### config.mk
export PLATFORM = sky130hd
export DESIGN_NAME = dmem_arbiter_flat
export DESIGN_NICKNAME = d
export VERILOG_FILES = /design/src/rtl/dmem_arbiter_if.sv /design/src/rtl/dmem_arbiter.sv /design/src/flat_wrapper.sv
export SDC_FILE = /design/constraint.sdc
export NUM_CORES = 1
export LEC_CHECK = 0
export ABC_AREA = 0
export ABC_CLOCK_PERIOD_IN_PS = 1400
export CAP_MARGIN = 10
export CORE_MARGIN = 2
export CORE_UTILIZATION = 36
export CTS_CLUSTER_DIAMETER = 80
export DETAILED_ROUTE_END_ITERATION = 10
export GPL_TIMING_DRIVEN = 0
export PLACE_DENSITY = 0.89
export SYNTH_ARGS = -nofsm -noshare
export SYNTH_HDL_FRONTEND = slang
export SYNTH_SLANG_ARGS = --single-unit
### constraint.sdc
create_clock -name clk -period 1.4 [get_ports clk]
set_clock_uncertainty 0.05 [all_clocks]
set_input_delay 0.14 -clock clk [delete_from_list [all_inputs] [get_ports clk]]
set_output_delay 0.14 -clock clk [all_outputs]
set_load 0.05 [all_outputs]
### src/rtl/dmem_arbiter_if.sv
// ---------------------------------------------------------------------------
// dmem_arbiter_if
//   Bundles the two requester ports and the single-port data memory bus of
//   the data-memory arbiter.
//
//   Requester port k (k = 0 pipeline MEM stage, k = 1 debug/DMA loader):
//     mk_req, mk_we, mk_addr, mk_wdata  : command, held until mk_gnt
//     mk_gnt                            : command accepted this cycle
//     mk_rvalid, mk_rdata               : read response, 2 cycles after grant
//   Memory side:
//     mem_we, mem_a, mem_wd             : access issued to the memory
//     mem_rd                            : read data, combinational from mem_a
//
//   Modports:
//     slave  : the arbiter
//     master : the environment (requesters and the memory array)
// ---------------------------------------------------------------------------
interface dmem_arbiter_if #(
    parameter int AW = 32,
    parameter int DW = 32
);
    logic          m0_req;
    logic          m0_we;
    logic [AW-1:0] m0_addr;
    logic [DW-1:0] m0_wdata;
    logic          m0_gnt;
    logic          m0_rvalid;
    logic [DW-1:0] m0_rdata;

    logic          m1_req;
    logic          m1_we;
    logic [AW-1:0] m1_addr;
    logic [DW-1:0] m1_wdata;
    logic          m1_gnt;
    logic          m1_rvalid;
    logic [DW-1:0] m1_rdata;

    logic          mem_we;
    logic [AW-1:0] mem_a;
    logic [DW-1:0] mem_wd;
    logic [DW-1:0] mem_rd;

    modport slave (
        input  m0_req, m0_we, m0_addr, m0_wdata,
        output m0_gnt, m0_rvalid, m0_rdata,
        input  m1_req, m1_we, m1_addr, m1_wdata,
        output m1_gnt, m1_rvalid, m1_rdata,
        output mem_we, mem_a, mem_wd,
        input  mem_rd
    );

    modport master (
        output m0_req, m0_we, m0_addr, m0_wdata,
        input  m0_gnt, m0_rvalid, m0_rdata,
        output m1_req, m1_we, m1_addr, m1_wdata,
        input  m1_gnt, m1_rvalid, m1_rdata,
        input  mem_we, mem_a, mem_wd,
        output mem_rd
    );
endinterface

### src/rtl/dmem_arbiter.sv
// ---------------------------------------------------------------------------
// dmem_arbiter
//   Two-requester arbiter and sequencer for the single-port data memory.
//   One command is granted per cycle and registered into a one-entry issue
//   stage that drives the memory in the following cycle. Read data is
//   captured into a response stage, giving a 2-cycle read latency with a
//   throughput of one access per cycle. Accesses reach memory in grant order.
//
//   Ports:
//     clk  : single clock, all state on posedge
//     rst  : asynchronous, active-low reset
//     bus  : dmem_arbiter_if.slave (requester ports 0/1 and memory bus)
//
//   Configuration:
//     DMEM_ARB_FIXED_PRIO_EN  defined   -> port 0 always wins contention
//                             undefined -> round-robin on contention,
//                                          port 0 preferred after reset
// ---------------------------------------------------------------------------
module dmem_arbiter #(
    parameter int AW = 32,
    parameter int DW = 32
) (
    input  logic           clk,
    input  logic           rst,
    dmem_arbiter_if.slave  bus
);

    typedef enum logic {
        PORT0 = 1'b0,
        PORT1 = 1'b1
    } port_e;

    typedef struct packed {
        logic          valid;
        port_e         owner;
        logic          we;
        logic [AW-1:0] addr;
        logic [DW-1:0] wdata;
    } issue_t;

    logic   gnt0;
    logic   gnt1;
    issue_t iss_d;
    issue_t iss_q;
    logic   rsp_valid_q;
    port_e  rsp_owner_q;
    logic [DW-1:0] rdata0_q;
    logic [DW-1:0] rdata1_q;

    // -----------------------------------------------------------------------
    // Arbitration. Grants are forced low while rst is asserted so that no
    // requester believes its command was taken while the pipeline is held.
    // -----------------------------------------------------------------------
`ifdef DMEM_ARB_FIXED_PRIO_EN
    always_comb begin
        gnt0 = bus.m0_req & rst;
        gnt1 = bus.m1_req & ~bus.m0_req & rst;
    end
`else
    port_e rr_q;
    logic  contested;

    // NOTE: every output of an always_comb gets a default before any branch;
    // a path that leaves one unassigned would infer a latch.
    always_comb begin
        contested = bus.m0_req & bus.m1_req;
        gnt0      = 1'b0;
        gnt1      = 1'b0;
        if (rst) begin
            if (contested) begin
                gnt0 = (rr_q == PORT0);
                gnt1 = (rr_q == PORT1);
            end else begin
                gnt0 = bus.m0_req;
                gnt1 = bus.m1_req;
            end
        end
    end

    // The pointer moves only when both ports competed, so an uncontested
    // grant never costs the other port its turn.
    always_ff @(posedge clk or negedge rst) begin
        if (!rst) begin
            rr_q <= PORT0;
        end else if (contested) begin
            rr_q <= (rr_q == PORT0) ? PORT1 : PORT0;
        end
    end
`endif

    assign bus.m0_gnt = gnt0;
    assign bus.m1_gnt = gnt1;

    // -----------------------------------------------------------------------
    // Issue stage: the command sampled in the grant cycle. Fields stay zero
    // when nothing is granted, so an idle cycle presents a quiet memory bus.
    // -----------------------------------------------------------------------
    always_comb begin
        iss_d = '0;
        if (gnt0) begin
            iss_d.valid = 1'b1;
            iss_d.owner = PORT0;
            iss_d.we    = bus.m0_we;
            iss_d.addr  = bus.m0_addr;
            iss_d.wdata = bus.m0_wdata;
        end else if (gnt1) begin
            iss_d.valid = 1'b1;
            iss_d.owner = PORT1;
            iss_d.we    = bus.m1_we;
            iss_d.addr  = bus.m1_addr;
            iss_d.wdata = bus.m1_wdata;
        end
    end

    // NOTE: state registers use non-blocking assignments so every flop
    // samples the pre-edge values, independent of statement order.
    // NOTE: the address/data fields are reset along with valid because they
    // drive the memory bus directly and must read zero during reset.
    always_ff @(posedge clk or negedge rst) begin
        if (!rst) begin
            iss_q <= '0;
        end else begin
            iss_q <= iss_d;
        end
    end

    assign bus.mem_we = iss_q.valid & iss_q.we;
    assign bus.mem_a  = iss_q.valid ? iss_q.addr  : '0;
    assign bus.mem_wd = iss_q.valid ? iss_q.wdata : '0;

    // -----------------------------------------------------------------------
    // Response stage. Each port keeps its own data register so rdata holds
    // the last value returned to that port between pulses.
    // -----------------------------------------------------------------------
    always_ff @(posedge clk or negedge rst) begin
        if (!rst) begin
            rsp_valid_q <= 1'b0;
            rsp_owner_q <= PORT0;
            rdata0_q    <= '0;
            rdata1_q    <= '0;
        end else begin
            rsp_valid_q <= iss_q.valid & ~iss_q.we;
            rsp_owner_q <= iss_q.owner;
            if (iss_q.valid && !iss_q.we) begin
                if (iss_q.owner == PORT0) begin
                    rdata0_q <= bus.mem_rd;
                end else begin
                    rdata1_q <= bus.mem_rd;
                end
            end
        end
    end

    assign bus.m0_rvalid = rsp_valid_q & (rsp_owner_q == PORT0);
    assign bus.m1_rvalid = rsp_valid_q & (rsp_owner_q == PORT1);
    assign bus.m0_rdata  = rdata0_q;
    assign bus.m1_rdata  = rdata1_q;

    // At most one grant per cycle.
    a_one_grant: assert property (@(posedge clk) disable iff (!rst) !(gnt0 && gnt1));

endmodule

### src/flat_wrapper.sv
// flat-port wrapper written by rule: the top's interface ports become plain ports
module dmem_arbiter_flat 
#(
    parameter int AW = 32,
    parameter int DW = 32
)
  (clk, rst, bus_m0_req, bus_m0_we, bus_m0_addr, bus_m0_wdata, bus_m0_gnt, bus_m0_rvalid, bus_m0_rdata, bus_m1_req, bus_m1_we, bus_m1_addr, bus_m1_wdata, bus_m1_gnt, bus_m1_rvalid, bus_m1_rdata, bus_mem_we, bus_mem_a, bus_mem_wd, bus_mem_rd);
  dmem_arbiter_if #(.AW(AW), .DW(DW)) bus_i ();
  input  logic clk;
  input  logic rst;
  input wire logic [$bits(bus_i.m0_req)-1:0] bus_m0_req;
  input wire logic [$bits(bus_i.m0_we)-1:0] bus_m0_we;
  input wire logic [$bits(bus_i.m0_addr)-1:0] bus_m0_addr;
  input wire logic [$bits(bus_i.m0_wdata)-1:0] bus_m0_wdata;
  output wire logic [$bits(bus_i.m0_gnt)-1:0] bus_m0_gnt;
  output wire logic [$bits(bus_i.m0_rvalid)-1:0] bus_m0_rvalid;
  output wire logic [$bits(bus_i.m0_rdata)-1:0] bus_m0_rdata;
  input wire logic [$bits(bus_i.m1_req)-1:0] bus_m1_req;
  input wire logic [$bits(bus_i.m1_we)-1:0] bus_m1_we;
  input wire logic [$bits(bus_i.m1_addr)-1:0] bus_m1_addr;
  input wire logic [$bits(bus_i.m1_wdata)-1:0] bus_m1_wdata;
  output wire logic [$bits(bus_i.m1_gnt)-1:0] bus_m1_gnt;
  output wire logic [$bits(bus_i.m1_rvalid)-1:0] bus_m1_rvalid;
  output wire logic [$bits(bus_i.m1_rdata)-1:0] bus_m1_rdata;
  output wire logic [$bits(bus_i.mem_we)-1:0] bus_mem_we;
  output wire logic [$bits(bus_i.mem_a)-1:0] bus_mem_a;
  output wire logic [$bits(bus_i.mem_wd)-1:0] bus_mem_wd;
  input wire logic [$bits(bus_i.mem_rd)-1:0] bus_mem_rd;
  assign bus_i.m0_req = bus_m0_req;
  assign bus_i.m0_we = bus_m0_we;
  assign bus_i.m0_addr = bus_m0_addr;
  assign bus_i.m0_wdata = bus_m0_wdata;
  assign bus_m0_gnt = bus_i.m0_gnt;
  assign bus_m0_rvalid = bus_i.m0_rvalid;
  assign bus_m0_rdata = bus_i.m0_rdata;
  assign bus_i.m1_req = bus_m1_req;
  assign bus_i.m1_we = bus_m1_we;
  assign bus_i.m1_addr = bus_m1_addr;
  assign bus_i.m1_wdata = bus_m1_wdata;
  assign bus_m1_gnt = bus_i.m1_gnt;
  assign bus_m1_rvalid = bus_i.m1_rvalid;
  assign bus_m1_rdata = bus_i.m1_rdata;
  assign bus_mem_we = bus_i.mem_we;
  assign bus_mem_a = bus_i.mem_a;
  assign bus_mem_wd = bus_i.mem_wd;
  assign bus_i.mem_rd = bus_mem_rd;
  dmem_arbiter #(.AW(AW), .DW(DW)) u_core (.clk(clk), .rst(rst), .bus(bus_i));
endmodule
==> impl_metrics.ini, run 1 <==
[run_status]
status = finished, violations left
violations = negative setup slack

[place]
dp_hpwl_mm = 14.51
io_buffer_count = 298
gp_congestion = 0.8471

[cells_and_area]
area_delta_synth_final_pct = 85.66
final_util_pct = 68.20
n_antenna_cell = 0
drive_above_1_share_pct = 43.07
layout.nets = 1033
mostFrequentLayoutCell = clkdlybuf4s50_1
layout_common_cells = 164 x clkdlybuf4s50_1, 132 x dfrtp_1, 131 x nand2_1

[clock_network]
cts_tree = built
cts_buffer_depth = 2
cts-htree-levels = 4
root_buffer = clkbuf_16
clkTransAtPathRegs_ns = 0.06
cts_buffers = 17
clk_latency_ns = 0.41
cts.sinks = 134

[route]
routed_wl_mm = 22.07
wl_met2_mm = 11.42
met3_length_mm = 1.587
dr.pass1.iters = 5
wl_met1_mm = 8.412
post-route-drc-count = 0
ant_nets = 0
post_drt_wl_per_cell_microns = 20.14
top_layer_used = met5
drt-vias-per-instance = 4.932
drt_iter0_drc = 240
num_vias = 5405

[grt]
antenna_found_initial = 2
grt_max_degree = 45
grt.overflow.total = 0
grt_pass1_wl_mm = 33.31
grt_pass1_vias = 5668
grtUsageTotal_pct = 25.17

[sta]
setup_viol_count_final = 131
final_hold_viol_count = 0
max_freq_ghz = 0.5867
fin_crit_sh_pct = 121.8
max-slew-margin-rel_pct = 29.27
setup_slack_ns = -0.3046
drv_slew = 0
fin_crit_ns = 1.705
rsz0062_at_grt = true
finalHoldWorstSlack_ns = 0.1460
tightest_slew_ns = 1.061

[power]
switching_power_mw = 6.689
leakage_nw = 5.061
ir_worst_vdd_mv = 0.8018
clockPowerShare_pct = 27.5
pwr-share-comb_pct = 41.8
p_int_mw = 10.62
seqPwrFrac_pct = 30.7
swShare_pct = 38.64
power.density_mw_per_mm2 = 1598

[floorplanning]
core_sq_mm = 0.01589
chipHeight_microns = 131.3
initial_core_util_pct = 36.74
pin_count = 299
num_rows = 46
die_area_sq_mm = 0.01724
dieWidth_microns = 131.3

[setup_path]
arrival_ns = 1.96
path_cells = buf_6, nor2b_4, nor2b_4, buf_12, clkbuf_16, mux2_4
worst-path-max-fanout = 8
end_kind = flop
path_class = flop to flop
cp.required_ns = 1.65
worst_path_largest_cell_delay_ns = 0.41
worst_path_max_delay_cell = dfrtp_2
path_common_cell = nor2b_4
start_kind = flop

[logic_synthesis]
synth_warnings = 0
synth.avg_cell_area_sq_um = 11.27
synth_cells = 518
synth_seq_cells = 134
ys_seq_area_share_pct = 57.46
synth_cell_types = 20
syn_nets = 684
synth_area_sq_mm = 0.005836

[job]
max_cap_violations = 0

[worst_hold_path]
hp-class = primary input to async pin
-- synth_stat cells --
| cell type | n | share of area [%] |
|---|---|---|
| inv_1 | 2 | 0.13 |
| xnor2_1 | 1 | 0.15 |
| mux2_4 | 30 | 7.7 |
| o22ai_1 | 65 | 7.0 |
| dfrtp_1 | 134 | 57 |
| nor2b_1 | 1 | 0.11 |
| buf_12 | 3 | 1.0 |
| nor2_1 | 5 | 0.32 |
| nand2_1 | 133 | 8.6 |
| o21ai_1 | 1 | 0.086 |
| buf_6 | 1 | 0.19 |
| nand2_2 | 1 | 0.11 |
| nor2b_4 | 2 | 0.47 |
| buf_2 | 20 | 1.7 |
| mux2_2 | 32 | 6.2 |
| mux2_1 | 2 | 0.39 |
| and2_1 | 66 | 7.1 |
| buf_1 | 2 | 0.13 |
| buf_4 | 2 | 0.26 |
| clkbuf_1 | 15 | 0.96 |
-- state kept, by name (all words and copies together), names as in the netlist --
register and flops:
u_core.iss_q 67, u_core.bus.m0_rdata 32, u_core.bus.m1_rdata 32, u_core.rr_q 1
u_core.rsp_owner_q 1, u_core.rsp_valid_q 1
-- per-stage QoR --
step / total power, mW / cells / setup WS (ns) / instance area, sq um / TNS (ns)
after detailed placement: 11.94 / 1033 / -1.767 / 9185 / -123.91
after global routing: 17.92 / 1096 / -0.3379 / 10830 / -35.76
after floorplan: 9.311 / 518 / -0.05039 / 5903 / -0.05039
after global placement: 11.73 / 1032 / -5.837 / 9156 / -1089.29
final: 17.31 / 1096 / -0.3046 / 10830 / -30.14
after CTS: 17.07 / 1090 / -0.3012 / 10670 / -31.99
-- worst max-delay path: cells and delay by family (launching register included) --
| kind | cells | cell delay (ns) |
|---|---|---|
| and+or+nand+nor | 2 | 0.40 |
| DFF | 1 | 0.41 |
| muxes | 1 | 0.30 |
| buffers and inverters | 3 | 0.42 |
-- logic make-up (layout without fill, tap and decap cells) --
group,count (synthesis),in the layout,share of synthesized area [%]
buffers and inverters,45,407,4.417
multiplexers,64,64,14.28
XOR/XNOR,1,1,0.1501
AND/OR/NAND/NOR,208,208,16.64
flip-flops,134,134,57.46
AO/OA/AOI/OAI,66,66,7.054
-- path summary, 6_finish.rpt --
path                                                        to  depth (start not counted)  slack (ns)                                from
min                        u_core.bus.m0_rdata[16]$_DFFE_PN0P_                          3        0.15                                 rst
max in group asynchronous           u_core.iss_q[39]$_DFF_PN0_                          4        0.47                                 rst
max                        u_core.bus.m0_rdata[23]$_DFFE_PN0P_                          6       -0.30          u_core.iss_q[66]$_DFF_PN0_
min reg2reg                 u_core.bus.m1_rdata[9]$_DFFE_PN0P_                          1        0.46  u_core.bus.m1_rdata[9]$_DFFE_PN0P_
min in group clk                     u_core.iss_q[1]$_DFF_PN0_                          3        0.23                     bus_m0_wdata[1]
max reg2reg                u_core.bus.m0_rdata[23]$_DFFE_PN0P_                          6       -0.30          u_core.iss_q[66]$_DFF_PN0_
-- per-layer routing --
layer	track usage (%)	vias up
li1	-	2442
met1	28.72	2613
met2	45.06	295
met3	7.099	53
met4	8.998	2
met5	0	-
-- final cells by class --
class / count / area (sq um)
Buffer: 40 / 380.4
Clock buffer: 18 / 439.2
Clock inverter: 14 / 188.9
Fill cell: 1166 / 5051
Inverter: 2 / 7.507
Multi-Input combinational cell: 339 / 2532
Sequential cell: 134 / 3356
Tap cell: 216 / 270.3
Timing Repair Buffer: 333 / 3660
-- power groups by stage --
| stage | sequential [mW] | combinational [mW] | clock [mW] |
|---|---|---|---|
| 6_report | 5.32 | 7.23 | 4.76 |
| 5_1_grt | 5.40 | 7.49 | 5.03 |
| 4_1_cts | 5.24 | 7.01 | 4.82 |
| 3_5_place_dp | 5.27 | 6.67 | 0 |
| 3_3_place_gp | 5.20 | 6.54 | 0 |
| 2_1_floorplan | 7.44 | 1.87 | 0 |
-- repair_timing --
| item | 4_1_cts | 5_1_grt |
|---|---|---|
| hold endpoints to repair | 134 | 0 |
| hold buffers | 5 | 0 |
| resized for setup | 765 | 89 |
| setup endpoints to repair | 262 | 205 |
| pin swaps | 3 | 0 |
| cloned | 8 | 3 |
| buffers inserted | 13 | 8 |
No activity file was read; power rests on OpenSTA's default activity.
==> inputs of run 2 (changes only) <==
--- a/config.mk
+++ b/config.mk
@@ -8,11 +8,10 @@
 export ABC_AREA = 0
 export ABC_CLOCK_PERIOD_IN_PS = 1400
 export CAP_MARGIN = 10
-export CORE_MARGIN = 2
 export CORE_UTILIZATION = 36
 export CTS_CLUSTER_DIAMETER = 80
 export DETAILED_ROUTE_END_ITERATION = 10
-export GPL_TIMING_DRIVEN = 0
+export HOLD_SLACK_MARGIN = 0.08
 export PLACE_DENSITY = 0.89
 export SYNTH_ARGS = -nofsm -noshare
 export SYNTH_HDL_FRONTEND = slang
==> run 2 against run 1 <==
Against the previous run: the run still ends with negative setup slack left; critical path depth down 3; sequential power up 6.6%; hold slack better by 0.026 ns; wire length down 5.3%; maximum frequency up 7.6%; flip-flop and latch count unchanged; first-iteration DRC count down 7.5%; via count down 2.6%; count of clock-buffer cells in the layout up 2; die area down 3.0%; combinational power up 22%; critical path type is now flop to output port; highest routed layer is now met4.
==> impl_metrics.ini, run 2 (synthesized netlist as in run 1, its figures left out) <==
[clock_network]
clkTransAtPathRegs_ns = 0.06
root_buffer = clkbuf_16
cts.sinks = 134
cts_buffers = 17
cts_tree = built
cts-htree-levels = 4
cts_buffer_depth = 2
clk_latency_ns = 0.41

[power]
power.density_mw_per_mm2 = 1662
seqPwrFrac_pct = 29.1
p_int_mw = 12.63
swShare_pct = 35.26
leakage_nw = 5.303
clockPowerShare_pct = 25.5
switching_power_mw = 6.877
ir_worst_vdd_mv = 0.9176
pwr-share-comb_pct = 45.4

[sta]
max-slew-margin-rel_pct = 48.74
fin_tns_setup_ns = -17.25
fin_crit_ns = 1.585
drv_slew = 0
final_hold_viol_count = 0
max_freq_ghz = 0.6310
rsz0062_at_grt = true
setup_viol_count_final = 131
setup_slack_ns = -0.1847
finalHoldWorstSlack_ns = 0.1719
tightest_slew_ns = 0.7663
fin_crit_sh_pct = 113.2

[setup_path]
r2r-start = u_core.iss_q[66]$_DFF_PN0_
end_kind = output port
start_kind = flop
arrival_ns = 1.39
rr_worst_depth = 5
path_class = flop to output port
r2r_end = u_core.bus.m0_rdata[13]$_DFFE_PN0P_
worst-path-max-fanout = 35
reg2reg_slack_ns = -0.17
cp.required_ns = 1.21

[route]
post_drt_wl_per_cell_microns = 19.55
drt-vias-per-instance = 4.925
num_vias = 5265
dr.pass1.iters = 4
routed_wl_mm = 20.90
post-route-drc-count = 0
ant_nets = 0
drt_iter0_drc = 222

[floorplanning]
die_area_sq_mm = 0.01672
dieWidth_microns = 129.3
core_sq_mm = 0.01583
num_rows = 46
initial_core_util_pct = 36.87
chipHeight_microns = 129.3
pin_count = 299

[place]
gp_congestion = 0.7955
post-place-ws_ns = -0.1258
io_buffer_count = 298
placed_area_sq_mm = 0.01061
dp_hpwl_mm = 14.01

[job]
max_cap_violations = 0

[worst_hold_path]
min_from = rst
hp-class = primary input to flop
whs_endpoint = u_core.iss_q[5]$_DFF_PN0_
hold_depth = 4

[grt]
grtUsageTotal_pct = 24.51
antenna_found_initial = 0
grt_pass1_wl_mm = 30.10
grt.overflow.total = 0
grt_max_degree = 70
grt_pass1_vias = 5411

[cells_and_area]
largest_reg_flops = 67
design_area_sq_mm = 0.01174
mostFrequentLayoutCell = clkdlybuf4s50_1
fill_cells = 937
final_util_pct = 74.16
layout.nets = 1006
n_antenna_cell = 0
area_delta_synth_final_pct = 101.1
regMostFlops = u_core.iss_q
drive_above_1_share_pct = 39.74
layout_common_cells = 164 x clkdlybuf4s50_1, 148 x buf_12, 132 x dfrtp_1

[run_status]
status = finished, violations left
violations = negative setup slack
run 2: repair_timing:
item	CTS	global route
hold endpoints to repair	68	9
hold buffers	7	1
setup buffers	7	3
setup endpoints to repair	99	134
pin swaps	3	3
gates cloned	1	4
resized for setup	73	11
run 2: worst max-delay path by stage:
stage | start | to | slack, ns | cells after the start
2_1_floorplan | u_core.rr_q$_DFFE_PN0N_ | bus_m0_gnt | -0.05 | 5
3_3_place_gp | u_core.iss_q[64]$_DFF_PN0_ | u_core.bus.m0_rdata[21]$_DFFE_PN0P_ | -0.06 | 4
3_5_place_dp | bus_m0_req | u_core.iss_q[47]$_DFF_PN0_ | -0.13 | 5
4_1_cts | u_core.iss_q[66]$_DFF_PN0_ | bus_mem_a[20] | -0.21 | 3
5_1_grt | u_core.iss_q[66]$_DFF_PN0_ | bus_mem_wd[12] | -0.23 | 3
6_report | u_core.iss_q[66]$_DFF_PN0_ | bus_mem_a[11] | -0.18 | 3
run 2: final cells by class:
cell class | instances | area (sq um) | area share (%)
Clock inverter | 12 | 197.7 | 1.684
Multi-Input combinational cell | 339 | 2481 | 21.14
Sequential cell | 134 | 3356 | 28.59
Tap cell | 216 | 270.3 | 2.303
Inverter | 2 | 7.507 | 0.06396
Clock buffer | 20 | 456.7 | 3.891
Timing Repair Buffer | 346 | 4969 | 42.33
run 2: layer usage:
layer	vias to the layer above	share of wire (%)	global-route usage, %
met1	2578	36	26.34
met2	258	54	43.64
met3	48	6.8	7.721
li1	2381	-	-
met4	0	3.3	11.83
met5	-	0	0
run 2: stage by stage:
stage / cells / total power, mW
floorplan: 518 / 9.311
global placement: 1016 / 13.84
detailed placement: 1016 / 14.08
CTS: 1063 / 19.43
global route: 1069 / 20.14
finish: 1069 / 19.51
run 2: worst max-delay path, stage by stage, from the launching register on:
cell     delay [ns]
dfrtp_2        0.44
buf_12         0.17
and2_2         0.20
buf_12         0.15
run 2: power groups by stage:
| stage | sequential [mW] | clock (mW) | combinational (mW) |
|---|---|---|---|
| after global routing | 5.75 | 5.24 | 9.15 |
| after floorplan | 7.44 | 0 | 1.87 |
| after CTS | 5.63 | 5.03 | 8.77 |
| final | 5.67 | 4.98 | 8.85 |
| after global placement | 5.56 | 0 | 8.27 |
| after detailed placement | 5.65 | 0 | 8.44 |
==> inputs of run 3 (changes only) <==
--- a/config.mk
+++ b/config.mk
@@ -6,7 +6,6 @@
 export NUM_CORES = 1
 export LEC_CHECK = 0
 export ABC_AREA = 0
-export ABC_CLOCK_PERIOD_IN_PS = 1400
 export CAP_MARGIN = 10
 export CORE_UTILIZATION = 36
 export CTS_CLUSTER_DIAMETER = 80
==> results of run 3 <==
Final layout, timing and power as in run 2 (identical DEF).
